$ cat config.mk
export PLATFORM = sky130hd
export DESIGN_NAME = bcd2bin_arbiter_flat
export DESIGN_NICKNAME = d
export VERILOG_FILES = /design/src/rtl/bcd2bin_arbiter_if.sv /design/src/rtl/bcd2bin_arbiter.sv /design/src/flat_wrapper.sv
export SDC_FILE = /design/constraint.sdc
export NUM_CORES = 1
export LEC_CHECK = 0
export BUFFER_PORTS_ARGS = -buffer_cell sky130_fd_sc_hd__buf_2
export CORE_MARGIN = 3
export CORE_UTILIZATION = 40
export CTS_BUF_LIST = sky130_fd_sc_hd__clkbuf_4 sky130_fd_sc_hd__clkbuf_8
export DETAILED_ROUTE_END_ITERATION = 10
export GPL_ROUTABILITY_DRIVEN = 0
export PLACE_DENSITY = 0.67
export SETUP_SLACK_MARGIN = 0.4
export SLEW_MARGIN = 10
export SYNTH_ARGS = -nofsm -noshare
export SYNTH_HDL_FRONTEND = slang
export SYNTH_SLANG_ARGS = --single-unit
$ cat constraint.sdc
create_clock -name clk -period 2.55 [get_ports clk]
set_input_delay 0.255 -clock clk [delete_from_list [all_inputs] [get_ports clk]]
set_output_delay 0.255 -clock clk [all_outputs]
set_load 0.02 [all_outputs]
$ cat src/rtl/bcd2bin_arbiter_if.sv
// Client-side request/result signals and converter-side signals of bcd2bin_arbiter.
// The arbiter takes the slave view; clients and the converter sit on the master view.
interface bcd2bin_arbiter_if;
  logic       req_a;
  logic       req_b;
  logic [3:0] bcd1_a;
  logic [3:0] bcd0_a;
  logic [3:0] bcd1_b;
  logic [3:0] bcd0_b;
  logic       ack_a;
  logic       ack_b;
  logic       done_a;
  logic       done_b;
  logic       err_a;
  logic       err_b;
  logic [6:0] bin_out;
  logic       busy;
  logic       conv_start;
  logic [3:0] conv_bcd1;
  logic [3:0] conv_bcd0;
  logic [6:0] conv_bin;
  logic       conv_ready;
  logic       conv_done_tick;

  modport slave (
    input  req_a, req_b, bcd1_a, bcd0_a, bcd1_b, bcd0_b,
    input  conv_bin, conv_ready, conv_done_tick,
    output ack_a, ack_b, done_a, done_b, err_a, err_b, bin_out, busy,
    output conv_start, conv_bcd1, conv_bcd0
  );

  modport master (
    output req_a, req_b, bcd1_a, bcd0_a, bcd1_b, bcd0_b,
    output conv_bin, conv_ready, conv_done_tick,
    input  ack_a, ack_b, done_a, done_b, err_a, err_b, bin_out, busy,
    input  conv_start, conv_bcd1, conv_bcd0
  );
endinterface

$ cat src/rtl/bcd2bin_arbiter.sv
// Round-robin arbiter sequencing two BCD clients onto one shared bcd2bin converter,
// with digit validation and a watchdog on the conversion.
module bcd2bin_arbiter #(
  parameter int unsigned TIMEOUT = 64
) (
  input logic               clk,
  input logic               reset,
  bcd2bin_arbiter_if.slave  bus
);

  typedef enum logic [2:0] {
    StIdle, StIssue, StWait, StDeliver, StReject, StToerr
  } state_e;

  state_e     state_q, state_d;
  logic       gnt_q, gnt_d;
  logic       last_gnt_q, last_gnt_d;
  logic [3:0] bcd1_q, bcd1_d;
  logic [3:0] bcd0_q, bcd0_d;
  logic [6:0] bin_q, bin_d;
  logic [7:0] wcnt_q, wcnt_d;

  logic       win;
  logic [3:0] win_bcd1;
  logic [3:0] win_bcd0;

  // Contention goes to whoever was not served last.
  always_comb begin
    win      = (bus.req_a && bus.req_b) ? ~last_gnt_q : bus.req_b;
    win_bcd1 = win ? bus.bcd1_b : bus.bcd1_a;
    win_bcd0 = win ? bus.bcd0_b : bus.bcd0_a;
  end

  always_comb begin
    state_d    = state_q;
    gnt_d      = gnt_q;
    last_gnt_d = last_gnt_q;
    bcd1_d     = bcd1_q;
    bcd0_d     = bcd0_q;
    bin_d      = bin_q;
    wcnt_d     = wcnt_q;
    unique case (state_q)
      StIdle: begin
        if ((bus.req_a || bus.req_b) && bus.conv_ready) begin
          gnt_d   = win;
          bcd1_d  = win_bcd1;
          bcd0_d  = win_bcd0;
          state_d = (win_bcd1 > 4'd9 || win_bcd0 > 4'd9) ? StReject : StIssue;
        end
      end
      StIssue: begin
        wcnt_d  = 8'd0;
        state_d = StWait;
      end
      StWait: begin
        if (bus.conv_done_tick) begin
          bin_d   = bus.conv_bin;
          state_d = StDeliver;
        end else if (wcnt_q == 8'(TIMEOUT - 1)) begin
          state_d = StToerr;
        end else begin
          wcnt_d = wcnt_q + 8'd1;
        end
      end
      StDeliver, StReject, StToerr: begin
        last_gnt_d = gnt_q;
        state_d    = StIdle;
      end
      default: state_d = StIdle;
    endcase
  end

  always_ff @(posedge clk) begin
    if (reset) begin
      state_q    <= StIdle;
      gnt_q      <= 1'b0;
      last_gnt_q <= 1'b1;
      bcd1_q     <= 4'd0;
      bcd0_q     <= 4'd0;
      bin_q      <= 7'd0;
      wcnt_q     <= 8'd0;
    end else begin
      state_q    <= state_d;
      gnt_q      <= gnt_d;
      last_gnt_q <= last_gnt_d;
      bcd1_q     <= bcd1_d;
      bcd0_q     <= bcd0_d;
      bin_q      <= bin_d;
      wcnt_q     <= wcnt_d;
    end
  end

  // Handshake pulses are decoded from registered state only.
  logic ack_any;
  logic err_any;
  always_comb begin
    ack_any        = (state_q == StIssue) || (state_q == StReject);
    err_any        = (state_q == StReject) || (state_q == StToerr);
    bus.ack_a      = ack_any && !gnt_q;
    bus.ack_b      = ack_any && gnt_q;
    bus.err_a      = err_any && !gnt_q;
    bus.err_b      = err_any && gnt_q;
    bus.done_a     = (state_q == StDeliver) && !gnt_q;
    bus.done_b     = (state_q == StDeliver) && gnt_q;
    bus.conv_start = (state_q == StIssue);
    bus.busy       = (state_q != StIdle);
    bus.bin_out    = bin_q;
    bus.conv_bcd1  = bcd1_q;
    bus.conv_bcd0  = bcd0_q;
  end

endmodule

$ cat src/flat_wrapper.sv
// flat-port wrapper written by rule: the top's interface ports become plain ports
module bcd2bin_arbiter_flat 
#(
  parameter int unsigned TIMEOUT = 64
)
  (clk, reset, bus_req_a, bus_req_b, bus_bcd1_a, bus_bcd0_a, bus_bcd1_b, bus_bcd0_b, bus_conv_bin, bus_conv_ready, bus_conv_done_tick, bus_ack_a, bus_ack_b, bus_done_a, bus_done_b, bus_err_a, bus_err_b, bus_bin_out, bus_busy, bus_conv_start, bus_conv_bcd1, bus_conv_bcd0);
  bcd2bin_arbiter_if bus_i ();
  input logic clk;
  input logic reset;
  input wire logic [$bits(bus_i.req_a)-1:0] bus_req_a;
  input wire logic [$bits(bus_i.req_b)-1:0] bus_req_b;
  input wire logic [$bits(bus_i.bcd1_a)-1:0] bus_bcd1_a;
  input wire logic [$bits(bus_i.bcd0_a)-1:0] bus_bcd0_a;
  input wire logic [$bits(bus_i.bcd1_b)-1:0] bus_bcd1_b;
  input wire logic [$bits(bus_i.bcd0_b)-1:0] bus_bcd0_b;
  input wire logic [$bits(bus_i.conv_bin)-1:0] bus_conv_bin;
  input wire logic [$bits(bus_i.conv_ready)-1:0] bus_conv_ready;
  input wire logic [$bits(bus_i.conv_done_tick)-1:0] bus_conv_done_tick;
  output wire logic [$bits(bus_i.ack_a)-1:0] bus_ack_a;
  output wire logic [$bits(bus_i.ack_b)-1:0] bus_ack_b;
  output wire logic [$bits(bus_i.done_a)-1:0] bus_done_a;
  output wire logic [$bits(bus_i.done_b)-1:0] bus_done_b;
  output wire logic [$bits(bus_i.err_a)-1:0] bus_err_a;
  output wire logic [$bits(bus_i.err_b)-1:0] bus_err_b;
  output wire logic [$bits(bus_i.bin_out)-1:0] bus_bin_out;
  output wire logic [$bits(bus_i.busy)-1:0] bus_busy;
  output wire logic [$bits(bus_i.conv_start)-1:0] bus_conv_start;
  output wire logic [$bits(bus_i.conv_bcd1)-1:0] bus_conv_bcd1;
  output wire logic [$bits(bus_i.conv_bcd0)-1:0] bus_conv_bcd0;
  assign bus_i.req_a = bus_req_a;
  assign bus_i.req_b = bus_req_b;
  assign bus_i.bcd1_a = bus_bcd1_a;
  assign bus_i.bcd0_a = bus_bcd0_a;
  assign bus_i.bcd1_b = bus_bcd1_b;
  assign bus_i.bcd0_b = bus_bcd0_b;
  assign bus_i.conv_bin = bus_conv_bin;
  assign bus_i.conv_ready = bus_conv_ready;
  assign bus_i.conv_done_tick = bus_conv_done_tick;
  assign bus_ack_a = bus_i.ack_a;
  assign bus_ack_b = bus_i.ack_b;
  assign bus_done_a = bus_i.done_a;
  assign bus_done_b = bus_i.done_b;
  assign bus_err_a = bus_i.err_a;
  assign bus_err_b = bus_i.err_b;
  assign bus_bin_out = bus_i.bin_out;
  assign bus_busy = bus_i.busy;
  assign bus_conv_start = bus_i.conv_start;
  assign bus_conv_bcd1 = bus_i.conv_bcd1;
  assign bus_conv_bcd0 = bus_i.conv_bcd0;
  bcd2bin_arbiter #(.TIMEOUT(TIMEOUT)) u_core (.clk(clk), .reset(reset), .bus(bus_i));
endmodule
Word level (Yosys, flattened, before mapping)
Cells that the tools add are included.
{"block": "word_totals", "wordCells": 53, "ff_bits": 28, "in_bits": 29, "output_inout_bits": 23}
{"block": "op_classes", "eq_ne": 10, "reduce_logical": 21, "mux": 11, "bitwise": 1, "order_cmp": 2, "n_addsub": 1}
{"op": "$mux W8", "count": 2}
{"op": "$pmux W8 S2", "count": 1}
{"op": "$mux W3", "count": 4}
{"op": "$pmux W3 S3", "count": 1}
{"op": "$add A8 B1 Y8 const B", "count": 1}
{"op": "$eq A8 B6 Y1 const B", "count": 1}
{"op": "$gt A4 B4 Y1 const B", "count": 2}
{"op": "$logic_and A1 B1 Y1", "count": 8}
{"op": "$mux W4", "count": 2}
{"op": "$eq A3 B2 Y1 const B", "count": 2}
{"op": "$eq A3 B3 Y1 const B", "count": 2}
{"op": "$reduce_and A2 Y1", "count": 3}
{"op": "$logic_or A1 B1 Y1", "count": 4}
{"op": "$ne A2 B2 Y1 const B", "count": 2}
{"op": "$eq A3 B1 Y1 const B", "count": 1}
{"op": "$logic_not A3 Y1", "count": 1}
{"op": "$ne A3 B2 Y1 const B", "count": 1}
{"op": "$reduce_and A3 Y1", "count": 1}
{"op": "$reduce_bool A3 Y1", "count": 1}
{"op": "$reduce_or A3 Y1", "count": 1}
{"op": "$ne A2 B1 Y1 const B", "count": 1}
{"op": "$reduce_bool A2 Y1", "count": 1}
{"op": "$logic_not A1 Y1", "count": 1}
{"op": "$mux W1", "count": 1}
{"op": "$not A1 Y1", "count": 1}

Longest topological paths before layout
Gate-level depths: netlist (run 1).
{"block": "depth", "word_depth": 8, "mapped_depth": 6, "depth_no_buf": 5}

Worst setup path before layout (run 1)
OpenSTA, ideal clock, no wires.
{"block": "synth_path", "path_type": "reg-to-reg", "from": "register u_core.state_q[0]", "to": "register u_core.wcnt_q[0]", "setup_slack_ns": 0.886, "stages_incl_launch_ff": 6, "arrival_time_ns": 1.599, "t_required_ns": 2.485, "path_buffers": 1, "setup_ns": 0.065, "synth_period_minus_slack_ns": 1.664, "cell_sequence": "dfxtp_1 > buf_6 > or4b_4 > a21oi_2 > mux2_1 > nor2_1"}
{"block": "synth_between", "elab_chain_cells": 3, "word_cells_on_any_way": 7, "cone_classes": "eq/ne (4); mux (1); reduce/logical (2)"}
{"element": "start, declared", "line": "bcd2bin_arbiter.sv:15", "rtl": "state_e state_q, state_d;"}
{"element": "start signal, assigned", "line": "bcd2bin_arbiter.sv:75", "rtl": "state_q <= StIdle;"}
{"element": "start signal, assigned", "line": "bcd2bin_arbiter.sv:83", "rtl": "state_q <= state_d;"}
{"element": "$eq A3 B2 Y1 or $eq A3 B1 Y1 (tied branches)", "line": "bcd2bin_arbiter.sv:42", "rtl": "unique case (state_q)"}
{"element": "$ne A2 B2 Y1 (no line) or $reduce_bool A2 Y1 (tied branches)"}
{"element": "$reduce_and A3 Y1 (no line)"}
{"element": "end signal, assigned", "line": "bcd2bin_arbiter.sv:89", "rtl": "wcnt_q <= wcnt_d;"}
{"element": "end, declared", "line": "bcd2bin_arbiter.sv:21", "rtl": "logic [7:0] wcnt_q, wcnt_d;"}
Parallel ways exist; a longest one is shown, timed or not.
A chain may end at the register's enable or synchronous reset.

Final worst setup path (run 1)
{"block": "layout_path", "from": "register u_core.state_q[1]", "to": "register u_core.wcnt_q[0]"}
The elaborated chain is that of the path after synthesis.

==> reports/metrics.csv, run 1 <==
metric;value;unit
post-route ant nets;0;
EDFF count, synth;0;
worst r2r src;u_core.state_q[1];
Crit-path slowest cell;or4b_4;
clock share of power;25.0;%
Max-cap violations;0;
RSZ-0062 raised after global routing;false;
critical path, cell by cell;or4b_4, a21oi_2, mux2_1, nor2_1;
ys flop type;dfxtp_1;
Boundary Pins;52;
total global routing overflow;0;
drt first pass iters;4;
Setup CP Type;reg -> reg;
Max Slew Vio Count;0;
Static Leakage;0.000718;uW
Final setup violation count;0;
relative slew slack;68.6;%
post-layout util;53.1;%
worst vdd ir;245;uV
Sequential Power Share;54.7;%
Total Nets Final;228;
maximum level of the CTS H-tree;1;
final wirelength;2.92;mm
Setup crit start;u_core.state_q[1];
Detailed Route Iter0 Violations;76;
first-pass GRT wire length;5.20;mm
routed vias/inst;5.10;
CTS sink cnt;28;
Critical Path Sink;u_core.wcnt_q[0];
final setup TNS;0;ps
Bufs on Longest Clock Path;2;
Post-DP HPWL;2.25;mm
Filler cells;319;
layout cells sized above 1;32.5;%
cell area after synthesis;0.00138;sq mm
Reg-to-Reg End;u_core.wcnt_q[0];
port bufs;51;
CP endpoint kind;flop;
drt drc;0;
final critical-path setup slack;675;ps
post-synth cell types;38;
R2R depth;4;
metal2 WL;1.31;mm
Seq/Total Area, Yosys;40.5;%
CP startpoint kind;flop;
met3 wire length;231;um
Warnings, synthesis;0;
Gates resized, CTS repair;0;
core area;0.00318;sq mm
TritonCTS clock tree;done;
vias in the first global route;1206;
status;finished clean;
Worst R2R Setup Slack;680;ps
PD cells;518;mW/mm^2
Final Hold Viols;0;
Least-Margin Pin Slew;466;ps
fin crit share;73.5;%
drt wl/cell;12.1;um
synthesized flop and latch total;28;
die height;64.8;um
antenna violations before repair;0;
switching pwr;253;uW
chip width;64.8;um
Worst Path Required;2830;ps
DP Worst Slack;716;ps
Worst-Skew Late Latency;340;ps
CTS buffer count;3;
Post-Synthesis Cells;150;
area growth from synthesis to layout;22.1;%
clock period minus final worst setup slack;1870;ps
P_int;622;uW
Total GRT Usage;15.6;%
fmax;533;MHz
Top Metal Used;met4;
clk_skew;5.09;ps
Comb pwr share;20.3;%
WP data arrival;2160;ps
min-delay worst type;in -> reg;
FFs w/ async S/R, synth;0;%
row count;20;
Initial Util;43.5;%
via count;1230;
critical path peak fanout;13;
number of post-CTS setup repair buffers;0;
Switching Fraction;28.9;%
Routed met1 length;1.32;mm
hold buffers post-CTS;0;
CTS root buf;clkbuf_4;
crit-path max cell delay;570;ps
Mapped Nets;180;
Clock transition at path regs;140;ps
Ant. Diodes;0;
pin count of the biggest net entering global routing;23;
syn_area_per_cell;9.22;sq um
die area;0.00420;sq mm
[layer usage]
metal  global-route usage, %  up-vias
met5                       0        -
li1                        -      629
met4                    7.12        0
met1                    19.2      550
met3                    3.12        5
met2                    26.1       46
[Yosys cell counts (2+ instances only)]
master	count	area (sq um)
and3_1	2	12.5
inv_1	3	11.3
clkbuf_1	4	15.0
buf_2	3	15.0
a21oi_1	4	20.0
nand2_1	5	18.8
nand3b_1	3	22.5
nand2b_1	3	18.8
o21ai_0	5	25.0
nor3_1	3	15.0
mux2i_1	17	170
a211oi_1	10	75.1
nor2_1	27	101
nand4_1	3	18.8
xnor2_1	5	43.8
dfxtp_1	28	561
nand3_1	3	15.0
o211ai_1	2	15.0
[cells by family (layout without fill, tap and decap cells)]
family / Yosys count / after routing / share of synthesized area (%)
DFF: 28 / 28 / 40.5
and+or+nand+nor: 58 / 58 / 22.0
xor gates and xnor gates: 5 / 5 / 3.17
adders and majority gates: 1 / 1 / 0.905
muxes: 18 / 18 / 13.1
buffers and inverters: 12 / 59 / 4.34
AOI/OAI and AO/OA: 28 / 28 / 15.9
[power by group through the flow]
| stage | combinational [uW] | sequential, uW | clock, uW |
|---|---|---|---|
| after floorplan | 107 | 501 | 0 |
| after global placement | 177 | 487 | 0 |
| after detailed placement | 180 | 489 | 0 |
| after CTS | 180 | 479 | 230 |
| after global routing | 198 | 484 | 249 |
| final | 178 | 479 | 218 |
[sequential cells by signal (all words and copies together), names as in the netlist]
| register | count |
|---|---|
| u_core.wcnt_q | 8 |
| u_core.bus.bin_out | 7 |
| u_core.bus.conv_bcd0 | 4 |
| u_core.bus.conv_bcd1 | 4 |
| u_core.state_q | 3 |
| u_core.gnt_q | 1 |
| u_core.last_gnt_q | 1 |
[stage by stage]
| step | hold slack, ps | cell area, sq um | power [uW] | cells |
|---|---|---|---|---|
| after floorplan | 402 | 1380 | 609 | 150 |
| after global placement | 474 | 1650 | 664 | 237 |
| after detailed placement | 487 | 1650 | 668 | 237 |
| after CTS | 140 | 1690 | 890 | 241 |
| after global routing | 156 | 1690 | 931 | 241 |
| final | 148 | 1690 | 875 | 241 |
[layout by cell type (no fill, tap or decap), types with 2 or more instances in the layout]
| master | count |
|---|---|
| nand3_1 | 3 |
| a21oi_1 | 4 |
| dfxtp_1 | 28 |
| nand2b_1 | 3 |
| clkbuf_4 | 3 |
| nand2_1 | 5 |
| xnor2_1 | 5 |
| mux2i_1 | 17 |
| nand3b_1 | 3 |
| and3_1 | 2 |
| inv_1 | 3 |
| o21ai_0 | 5 |
| a211oi_1 | 10 |
| buf_2 | 51 |
| o211ai_1 | 2 |
| nand4_1 | 3 |
| nor3_1 | 3 |
| nor2_1 | 27 |
[how the worst min path moves through the flow]
stage	slack [ps]	cells after the start	to	startpoint
floorplan	400	2	u_core.bus.bin_out[0]	bus_conv_bin[0]
global placement	470	2	u_core.bus.bin_out[2]	u_core.bus.bin_out[2]
detailed placement	490	2	u_core.bus.bin_out[3]	u_core.bus.bin_out[3]
CTS	140	3	u_core.bus.bin_out[5]	bus_conv_bin[5]
global route	160	3	u_core.bus.bin_out[5]	bus_conv_bin[5]
finish	150	3	u_core.bus.bin_out[4]	bus_conv_bin[4]
[layout make-up]
cell class              instances  area, sq um  area share [%]
clock buffers                   4         36.3            2.15
inverters                       3         11.3           0.667
well taps                      44         55.1            3.26
flip-flops and latches         28          561            33.2
multi-input cells             110          762            45.1
repair buffers                 52          263            15.6
[critical path: cells and delay by family, from the launching register on]
kind	cells	cell delay, ps
multiplexers	1	360
flip-flops	1	550
AO/OA/AOI/OAI	1	270
AND/OR/NAND/NOR	2	650
(Power assumes the default switching activity.)
==> inputs of run 2 (changes only) <==
==> constraint.sdc (replaced) <==
create_clock -name clk -period 1.75 [get_ports clk]
set_input_delay 0.175 -clock clk [delete_from_list [all_inputs] [get_ports clk]]
set_output_delay 0.175 -clock clk [all_outputs]
set_load 0.02 [all_outputs]
==> run 2 against run 1 <==
- clock power rose by 28%
- non-clock buffer count rose by 19
- first-iteration DRC count fell by 45%
- total power rose by 62%
- global-route usage rose by 2.6 points
- register-to-register slack got worse by 570 ps
- combinational power rose by 150%
- critical path type unchanged
==> reports/metrics.csv, run 2 (synthesis gave the netlist of run 1 again) <==
metric;value;unit
status;finished clean;
die area;0.00420;sq mm
clock period minus final worst setup slack;1650;ps
Setup CP Type;reg -> reg;
most frequent cells in the layout;44 x buf_2, 23 x nor2_1, 22 x dfxtp_1, 17 x mux2i_1, 12 x buf_6;
worst r2r src;u_core.state_q[0];
relative slew slack;65.6;%
fin crit share;94.2;%
TritonCTS clock tree;done;
post-layout util;66.9;%
Worst Path Required;2040;ps
Reg-to-Reg End;u_core.wcnt_q[0];
core area;0.00318;sq mm
Max-cap violations;0;
routed vias/inst;5.25;
maximum level of the CTS H-tree;1;
CP endpoint kind;flop;
critical path, cell by cell;or4b_4, a21oi_4, mux2_4, nor2_4;
drt first pass iters;4;
Detailed Route Iter0 Violations;42;
antenna violations before repair;0;
WHS Path Cells;3;
drt drc;0;
PD cells;665;mW/mm^2
Crit-path slowest cell;or4b_4;
CP startpoint kind;flop;
total global routing overflow;0;
chip width;64.8;um
worst vdd ir;347;uV
die height;64.8;um
Worst-Skew Late Latency;340;ps
Worst R2R Setup Slack;100;ps
fmax;607;MHz
drt wl/cell;15.2;um
Final Hold Viols;0;
most common cell after layout, fill and taps aside;buf_2;
Total GRT Usage;18.3;%
WP data arrival;1940;ps
Clock transition at path regs;160;ps
CTS sink cnt;28;
worst hold start;bus_conv_bin[6];
Boundary Pins;52;
RSZ-0062 raised after global routing;true;
Initial Util;43.5;%
min-delay worst type;in -> reg;
Ant. Diodes;0;
Post-DP HPWL;2.54;mm
post-route ant nets;0;
layout cells sized above 1;53.0;%
Biggest register;u_core.wcnt_q;
Bufs on Longest Clock Path;2;
port bufs;51;
final setup TNS;0;ps
Setup crit start;u_core.state_q[0];
Final setup violation count;0;
critical path peak fanout;8;
CTS buffer count;3;
clk_skew;11.5;ps
Least-Margin Pin Slew;517;ps
Static Leakage;0.000879;uW
Total Nets Final;247;
max reg flops;8;
CTS root buf;clkbuf_4;
area growth from synthesis to layout;53.8;%
pin count of the biggest net entering global routing;23;
final wirelength;3.95;mm
Max Slew Vio Count;0;
R2R depth;4;
row count;20;
vias in the first global route;1327;
first-pass GRT wire length;6.02;mm
via count;1361;
crit-path max cell delay;560;ps
Critical Path Sink;u_core.wcnt_q[0];
-- run 2: cell count changes in the layout (fill, tap and decap cells not counted), moves of 3 or more --
cell      delta
dfxtp_2      +5
buf_2        -7
nor2_1       -4
a211oi_2     +9
dfxtp_1      -6
nor2_4       +4
buf_4       +10
nor3_1       -3
a211oi_1     -9
buf_6       +12
-- run 2: power by group --
| part | internal (uW) | switching, uW | total (uW) |
|---|---|---|---|
| combinational | 220 | 221 | 440 |
| sequential | 672 | 22.3 | 694 |
| clock | 81.3 | 198 | 279 |
| total | 973 | 441 | 1410 |
-- run 2: metal layers --
layer  track usage [%]  routed length (um)  up-vias
li1                  -                   -      667
met1              20.9                1610      645
met2              34.1                2080       42
met3              2.60                 198        7
met4              6.33                  54        0
met5                 0                   0        -
-- run 2: critical path, delay by kind of cell, from the launching register on --
kind	cells	cell delay (ps)
flip-flops	1	400
AO/OA/AOI/OAI	1	200
multiplexers	1	340
AND/OR/NAND/NOR	2	660
-- run 2: cell type report --
type | count | area [sq um]
inverter | 3 | 11.3
tap | 44 | 55.1
timing repair buffer | 71 | 533
sequential | 28 | 571
clock buffer | 3 | 22.5
fill | 261 | 1050
multi-input combinational | 110 | 935
-- run 2: repair_timing --
item,CTS,global route
endpoints found under the setup margin,35,35
hold buffers,0,0
hold endpoints to repair,0,0
gates cloned,2,0
buffers inserted,9,5
pin swaps,5,13
gates resized for setup,24,31
-- run 2: through the flow --
step	area (sq um)	setup slack, ps	total power, uW	hold WS (ps)	std cells
after floorplan	1440	150	913	322	150
after CTS	1950	155	1360	67.9	254
after detailed placement	1740	124	1020	421	240
after global placement	1740	162	1010	409	240
final	2130	101	1410	57.1	259
after global routing	2130	69.8	1480	79.6	259
-- run 2: worst min-delay path by stage --
stage / endpoint / slack (ps)
after detailed placement: u_core.bus.bin_out[6] / 420
after global routing: u_core.bus.bin_out[4] / 80
after floorplan: u_core.bus.bin_out[0] / 320
after global placement: u_core.bus.bin_out[4] / 410
final: u_core.bus.bin_out[6] / 60
after CTS: u_core.bus.bin_out[6] / 70
==> inputs of run 3 (changes only) <==
--- a/config.mk
+++ b/config.mk
@@ -7,12 +7,10 @@
 export LEC_CHECK = 0
 export BUFFER_PORTS_ARGS = -buffer_cell sky130_fd_sc_hd__buf_2
 export CORE_MARGIN = 3
-export CORE_UTILIZATION = 40
+export CORE_UTILIZATION = 30
 export CTS_BUF_LIST = sky130_fd_sc_hd__clkbuf_4 sky130_fd_sc_hd__clkbuf_8
 export DETAILED_ROUTE_END_ITERATION = 10
 export GPL_ROUTABILITY_DRIVEN = 0
-export PLACE_DENSITY = 0.67
-export SETUP_SLACK_MARGIN = 0.4
 export SLEW_MARGIN = 10
 export SYNTH_ARGS = -nofsm -noshare
 export SYNTH_HDL_FRONTEND = slang
==> run 3 against run 2 <==
- sequential share of layout area rose by 4.7 points
- via count fell by 10%
- clock power rose by 81%
- utilization fell by 27 points
- worst hold slack improved by 73 ps
- critical path type unchanged
- final cell count fell by 1.5%
- die area rose by 30%
- global-route usage fell by 6.6 points
- cell area fell by 16%
- setup slack improved by 30 ps
- total power rose by 4.2%
==> reports/metrics.csv, run 3 (synthesis gave the netlist of run 1 again) <==
metric;value;unit
status;finished clean;
clock period minus final worst setup slack;1620;ps
pin count of the biggest net entering global routing;23;
CTS sink cnt;28;
routed vias/inst;4.80;
drt wl/cell;11.7;um
CTS root buf;clkbuf_8;
Filler cells;451;
Total Nets Final;234;
chip width;73.9;um
most common cell after layout, fill and taps aside;buf_2;
relative slew slack;71.3;%
worst vdd ir;383;uV
Boundary Pins;52;
min-delay worst type;in -> reg;
Final Hold Viols;0;
RSZ-0062 raised after global routing;false;
Biggest register;u_core.wcnt_q;
Total GRT Usage;11.7;%
Max Slew Vio Count;0;
first-pass GRT wire length;5.00;mm
Bufs on Longest Clock Path;2;
final setup TNS;0;ps
post-route ant nets;0;
Setup crit start;u_core.state_q[0];
CP endpoint kind;flop;
Crit-path slowest cell;or4b_4;
Worst Path Required;1920;ps
TritonCTS clock tree;done;
final wirelength;2.98;mm
Initial Util;31.3;%
via count;1224;
PD cells;828;mW/mm^2
die area;0.00546;sq mm
antenna violations before repair;0;
clk_skew;2.92;ps
maximum level of the CTS H-tree;1;
WHS;130;ps
crit-path max cell delay;610;ps
drt first pass iters;4;
Least-Margin Pin Slew;427;ps
die height;73.9;um
WP data arrival;1790;ps
Setup CP Type;reg -> reg;
CTS buffer count;3;
worst hold start;bus_conv_bin[5];
Static Leakage;0.000768;uW
port bufs;51;
critical path, cell by cell;or4b_4, a2111oi_4, xnor2_1, nor2_2;
Max-cap violations;0;
max reg flops;8;
vias in the first global route;1146;
core area;0.00441;sq mm
fmax;618;MHz
Clock transition at path regs;90;ps
Final setup violation count;0;
worst r2r src;u_core.state_q[0];
most frequent cells in the layout;51 x buf_2, 28 x dfxtp_1, 27 x nor2_1, 17 x mux2i_1, 10 x a211oi_1;
CP startpoint kind;flop;
layout cells sized above 1;34.5;%
Post-DP HPWL;2.34;mm
Worst-Skew Late Latency;270;ps
critical path peak fanout;8;
Ant. Diodes;0;
total global routing overflow;0;
fin crit share;92.5;%
row count;24;
Detailed Route Iter0 Violations;42;
area growth from synthesis to layout;28.8;%
drt drc;0;
-- run 3: changes by cell type in the layout (fill, tap and decap cells not counted), moves of 3 or more --
cell and change:
nor2_1 +4, dfxtp_2 -5, clkbuf_8 +3, dfxtp_1 +6, clkbuf_4 -3, nor2_4 -4
buf_2 +7, a211oi_2 -9, buf_6 -12, a211oi_1 +9, nor3_1 +3, buf_4 -4
-- run 3: power breakdown --
group | leakage (uW) | internal (uW) | switching [uW] | total [uW]
clock network | 0.0000357 | 306 | 199 | 505
registers | 0.000228 | 670 | 23.5 | 694
logic | 0.000504 | 117 | 158 | 274
total | 0.000768 | 1090 | 380 | 1470
-- run 3: worst max-delay path: cells and delay by family, from the launching register on --
kind | cells | cell delay [ps]
AND/OR/NAND/NOR | 2 | 650
flip-flops | 1 | 390
AO/OA/AOI/OAI | 1 | 300
XOR/XNOR | 1 | 170
-- run 3: area by class of cell --
class | instances | area (sq um) | share of cell area (%)
flip-flops and latches | 28 | 561 | 31.5
repair buffers | 58 | 308 | 17.3
clock buffers | 3 | 41.3 | 2.32
well taps | 52 | 65.1 | 3.65
multi-input cells | 110 | 764 | 42.9
clock inverters | 1 | 30.0 | 1.69
inverters | 3 | 11.3 | 0.632
-- run 3: repair_timing --
item,in CTS,in global routing
resized for setup,0,1
endpoints found under the hold margin,0,0
endpoints found under the setup margin,0,1
hold buffers,0,0
setup buffers,0,0
-- run 3: final timing paths --
kind	end	slack [ps]	cells past startpoint
worst max-delay path	u_core.wcnt_q[5]	130	4
worst min-delay path	u_core.bus.bin_out[5]	130	3
worst max register to register	u_core.wcnt_q[5]	130	4
worst min register to register	u_core.bus.bin_out[6]	500	2
-- run 3: through the flow --
stage / cells / setup WS (ps) / power, uW / utilization, % / cell area, sq um
floorplan: 150 / 85.9 / 887 / - / 1380
global placement: 251 / 160 / 984 / 38.7 / 1710
CTS: 255 / 4.32 / 1500 / 40.3 / 1780
detailed placement: 251 / 139 / 986 / 38.7 / 1710
global route: 255 / 30.7 / 1560 / 40.3 / 1780
finish: 255 / 131 / 1470 / 40.3 / 1780
-- run 3: metal layers --
layer,up-vias,track usage (%),share of wire [%]
met5,-,0,0
met4,0,4.83,1.9
met3,5,2.60,5.2
met2,27,18.1,45
met1,552,15.5,48
li1,640,-,-
